==> config.mk <==
export PLATFORM = sky130hd
export DESIGN_NAME = operand_fetch
export DESIGN_NICKNAME = d
export VERILOG_FILES = /design/src/rtl/operand_fetch.sv
export SDC_FILE = /design/constraint.sdc
export NUM_CORES = 2
export LEC_CHECK = 0
export BUFFER_PORTS_ARGS = -buffer_cell sky130_fd_sc_hd__buf_2
export CAP_MARGIN = 40
export CORE_UTILIZATION = 40
export CTS_CLUSTER_DIAMETER = 60
export DETAILED_ROUTE_END_ITERATION = 6
export PLACE_DENSITY_LB_ADDON = 0.08
export SYNTH_ARGS = -nofsm -noshare
export SYNTH_HDL_FRONTEND = slang
export SYNTH_SLANG_ARGS = --single-unit
==> constraint.sdc <==
create_clock -name clk -period 24.7 [get_ports clk]
set_input_delay 2.47 -clock clk [delete_from_list [all_inputs] [get_ports clk]]
set_output_delay 2.47 -clock clk [all_outputs]
set_load 0.01 [all_outputs]
==> src/rtl/operand_fetch.sv <==
// Operand-fetch stage: 32-bit register file with write bypass feeding a single-entry
// valid/ready register that drives the ALU operands; the held entry snoops writebacks.
module operand_fetch #(
  parameter int NREGS = 16,
  parameter int AW    = 4
) (
  input  logic          clk,
  input  logic          reset,
  input  logic          inValid,
  output logic          inReady,
  input  logic [AW-1:0] rs1,
  input  logic [AW-1:0] rs2,
  input  logic [AW-1:0] rd,
  input  logic [1:0]    opIn,
  input  logic          wbEn,
  input  logic [AW-1:0] wbAddr,
  input  logic [31:0]   wbData,
  output logic          outValid,
  input  logic          outReady,
  output logic [31:0]   aluIn1,
  output logic [31:0]   aluIn2,
  output logic [1:0]    aluOp,
  output logic [AW-1:0] outRd
);

  logic [31:0]   r_regs [NREGS];
  logic          r_valid;
  logic [31:0]   r_in1;
  logic [31:0]   r_in2;
  logic [1:0]    r_op;
  logic [AW-1:0] r_rd;
  logic [AW-1:0] r_rs1;
  logic [AW-1:0] r_rs2;

  logic          w_wb_live;
  logic          w_accept;
  logic          w_snoop;
  logic [31:0]   w_op1;
  logic [31:0]   w_op2;

  // A writeback to r0 is treated as no writeback at all, for the file and the snoop.
  assign w_wb_live = wbEn && (wbAddr != '0);

  assign inReady  = !r_valid || outReady;
  assign w_accept = inValid && inReady;
  assign w_snoop  = r_valid && !w_accept && w_wb_live;

  always_comb begin
    w_op1 = '0;
    if (rs1 != '0) begin
      if (w_wb_live && (wbAddr == rs1)) w_op1 = wbData;
      else                              w_op1 = r_regs[rs1];
    end
  end

  always_comb begin
    w_op2 = '0;
    if (rs2 != '0) begin
      if (w_wb_live && (wbAddr == rs2)) w_op2 = wbData;
      else                              w_op2 = r_regs[rs2];
    end
  end

  always_ff @(posedge clk or posedge reset) begin
    if (reset) begin
      for (int i = 0; i < NREGS; i++) r_regs[i] <= '0;
    end else if (w_wb_live) begin
      r_regs[wbAddr] <= wbData;
    end
  end

  always_ff @(posedge clk or posedge reset) begin
    if (reset) begin
      r_valid <= 1'b0;
      r_in1   <= '0;
      r_in2   <= '0;
      r_op    <= 2'b00;
      r_rd    <= '0;
      r_rs1   <= '0;
      r_rs2   <= '0;
    end else if (w_accept) begin
      r_valid <= 1'b1;
      r_in1   <= w_op1;
      r_in2   <= w_op2;
      r_op    <= opIn;
      r_rd    <= rd;
      r_rs1   <= rs1;
      r_rs2   <= rs2;
    end else begin
      if (w_snoop && (r_rs1 == wbAddr)) r_in1 <= wbData;
      if (w_snoop && (r_rs2 == wbAddr)) r_in2 <= wbData;
      if (r_valid && outReady) r_valid <= 1'b0;
    end
  end

  assign outValid = r_valid;
  assign aluIn1   = r_in1;
  assign aluIn2   = r_in2;
  assign aluOp    = r_op;
  assign outRd    = r_rd;

endmodule

==> flow_metrics.py <==
metrics = {
    "pwr": {
        "power_frac_seq_pct": 42.4,
        "clkPwrFrac_pct": 36.8,
        "power_density_mw_per_mm2": 88.0,
        "internal_power_w": 0.00226,
        "combPwrFrac_pct": 20.7,
        "p_switching_w": 0.000867,
        "power_w": 0.00312,
        "swShare_pct": 27.8,
        "max-vdd-ir-drop_mv": 0.0461,
        "p_leak_nw": 14.3,
    },
    "placed_design": {
        "dp.cells": 3019,
        "dp_hpwl_um": 55200,
        "numPortBuffers": 126,
        "placed_area_mm2": 0.0329,
        "routabilityCongestion": 0.751,
        "pre_cts_slack_ps": 18960,
    },
    "sta": {
        "slew_violations": 0,
        "rsz0062_at_grt": "no",
        "min_period_ps": 5400,
        "fin_tns_setup_ps": 0,
        "worst_pin_slew_ps": 1030,
        "clock.fmax_mhz": 185,
        "post-route-period-util_pct": 21.8,
        "final-setup-viol-count": 0,
        "fin_worst_skew_ps": 18.3,
        "hold_viol_final": 0,
        "worst_slack_ps": 19300,
        "slew-limit-headroom_pct": 31.6,
    },
    "clock_tree": {
        "cts_tree": "built",
        "cts_hold_buffers": 0,
        "cts_setup_buffers": 0,
        "numCtsBuffers": 74,
        "cts-root-buf": "clkbuf_16",
        "cts.repair.resized": 0,
        "cts-htree-levels": 3,
        "clk_latency_ps": 620,
        "clock_path_buffers": 3,
        "cts.clk_slew.worst_paths_ps": 60,
        "clock_sinks": 591,
    },
    "flow_run": {
        "maxCapViolCount": 0,
    },
    "worst_setup_path": {
        "cp-start-kind": "primary input",
        "critPathSlowestCell": "nand2b_1",
        "cp.required_ps": 22230,
        "crit_path_end_kind": "output port",
        "crit_path_max_fanout": 3,
        "cp_num_buf_inv": 2,
        "criticalPathCategory": "primary input to output port",
        "path_cells": "buf_2 -> nand2b_1 -> buf_2",
        "critPathTopFamily": "buffers and inverters",
        "critPathMostFrequentCell": "buf_2",
        "cp.arrival_ps": 2930,
        "slowest_delay_ps": 190,
    },
    "synthesis": {
        "synth_common_cells": "dfrtp_1 (591), mux2_2 (437), mux4_2 (256), clkbuf_1 (130), o21ai_0 (114)",
        "synth-edff-count": 0,
        "syn-num-nets": 2140,
        "yosysTopAreaCellShare_pct": 46.6,
        "synth.most_common_cell": "dfrtp_1",
        "async_reset_ff_share_pct": 100,
        "ys_seq_area_share_pct": 46.6,
        "netlist_area_mm2": 0.0317,
        "synth_cells": 2085,
        "synth_area_leaders": "dfrtp_1 (47%), mux4_2 (18%), mux2_2 (16%)",
        "ys_warn_count": 0,
        "synth.avg_cell_area_um2": 15.2,
        "yosysTopAreaCell": "dfrtp_1",
        "ys.flop_type": "dfrtp_1",
        "synth_seq_cells": 591,
        "synth_cell_type_count": 43,
    },
    "global_route": {
        "grt_pass1_vias": 21200,
        "grt_pass1_wl_um": 151000,
        "grt_overflow": 0,
        "antenna_found_initial": 4,
        "gr-usage-all-layers_pct": 25.5,
        "grt_max_degree": 174,
    },
    "hold_path": {
        "hp-class": "flip-flop to flip-flop",
    },
    "routing": {
        "drt_iter0_drc": 1384,
        "wirelength_um": 101000,
        "drc": 0,
        "dr.pass1.iters": 5,
        "final_antenna_net_count": 0,
        "wl_per_cell_um": 32.0,
        "via_count": 19800,
        "viasPerCell": 6.29,
    },
    "layout": {
        "syn2layout_area_growth_pct": 11.8,
        "layout.nets": 2110,
        "fill_cells": 6865,
        "drive_above_1_share_pct": 54.5,
        "finalNonFillerCells": 3155,
        "antennaDiodeCount": 0,
        "stdcell_area_mm2": 0.0355,
    },
    "outcome": {
        "status": "completed",
    },
    "floorplan": {
        "die_x_um": 284,
        "fp.dieH_um": 284,
        "start_util_pct": 40.7,
        "ios": 127,
        "coreArea_mm2": 0.0780,
        "rows": 102,
        "die_area_mm2": 0.0805,
    },
}
-- stage by stage --
stage / utilization, % / hold slack, ps
finish: 45.5 / 391
global placement: 41.9 / 376
CTS: 45.5 / 396
global route: 45.5 / 405
floorplan: - / 441
detailed placement: 42.2 / 382
-- cells by family after synthesis --
group | after synthesis | synth area share, %
multiplexers | 752 | 35.8
flip-flops | 591 | 46.6
AO/OA/AOI/OAI | 383 | 11.2
AND/OR/NAND/NOR | 55 | 0.993
buffers and inverters | 288 | 5.02
XOR/XNOR | 16 | 0.441
-- per-layer routing --
metal / part of all wire [%] / GRT usage, % / up-vias / wire length [um]
met5: 0.046 / 0 / - / 46
li1: - / - / 8074 / -
met1: 44 / 35.4 / 11000 / 44700
met2: 48 / 40.8 / 599 / 48500
met4: 2.6 / 7.35 / 8 / 2670
met3: 5.0 / 4.42 / 162 / 5050
-- worst paths after layout --
| check | endpoint | slack (ps) | depth (start not counted) | from |
|---|---|---|---|---|
| max in group asynchronous | aluIn1[14] | 21280 | 4 | reset |
| max | inReady | 19300 | 3 | outReady |
| max reg2reg | aluIn1[30] | 21400 | 8 | outValid |
| min in group asynchronous | aluOp[1] | 1750 | 2 | reset |
| min | r_regs[498] | 390 | 0 | r_regs[498] |
| min reg2reg | r_regs[498] | 390 | 0 | r_regs[498] |
-- sequential cells by signal, summed over array words and instances, names as in the netlist --
name	flops
aluIn1	32
r_rs1	4
r_regs	512
outValid	1
aluOp	2
aluIn2	32
outRd	4
r_rs2	4
-- cell type report --
class	count	area (um^2)	area share (%)
clock buffers	104	2140	6.02
clock inverters	32	445	1.25
flip-flops and latches	591	14800	41.7
inverters	1	11.3	0.0317
multi-input cells	1206	15500	43.8
repair buffers	181	1280	3.61
well taps	1040	1300	3.67
-- layout by cell type, fill, tap and decap left out, types with 46 or more instances in the layout --
master / instances
clkbuf_16: 75
mux4_2: 256
mux2_1: 57
dfrtp_1: 591
a22oi_1: 62
a22o_1: 62
o221ai_2: 60
a2bb2oi_2: 60
buf_2: 120
buf_4: 46
mux2_2: 437
o21ai_0: 114
-- power by group through the flow --
stage          Sequential [W]  Clock [W]  Combinational (W)
6_report              0.00133    0.00115           0.000647
5_1_grt               0.00135    0.00121           0.000694
4_1_cts               0.00132    0.00118           0.000654
2_1_floorplan         0.00130          0           0.000508
3_3_place_gp          0.00132          0           0.000635
3_5_place_dp          0.00134          0           0.000653
Power figures use the tool's default switching activity.
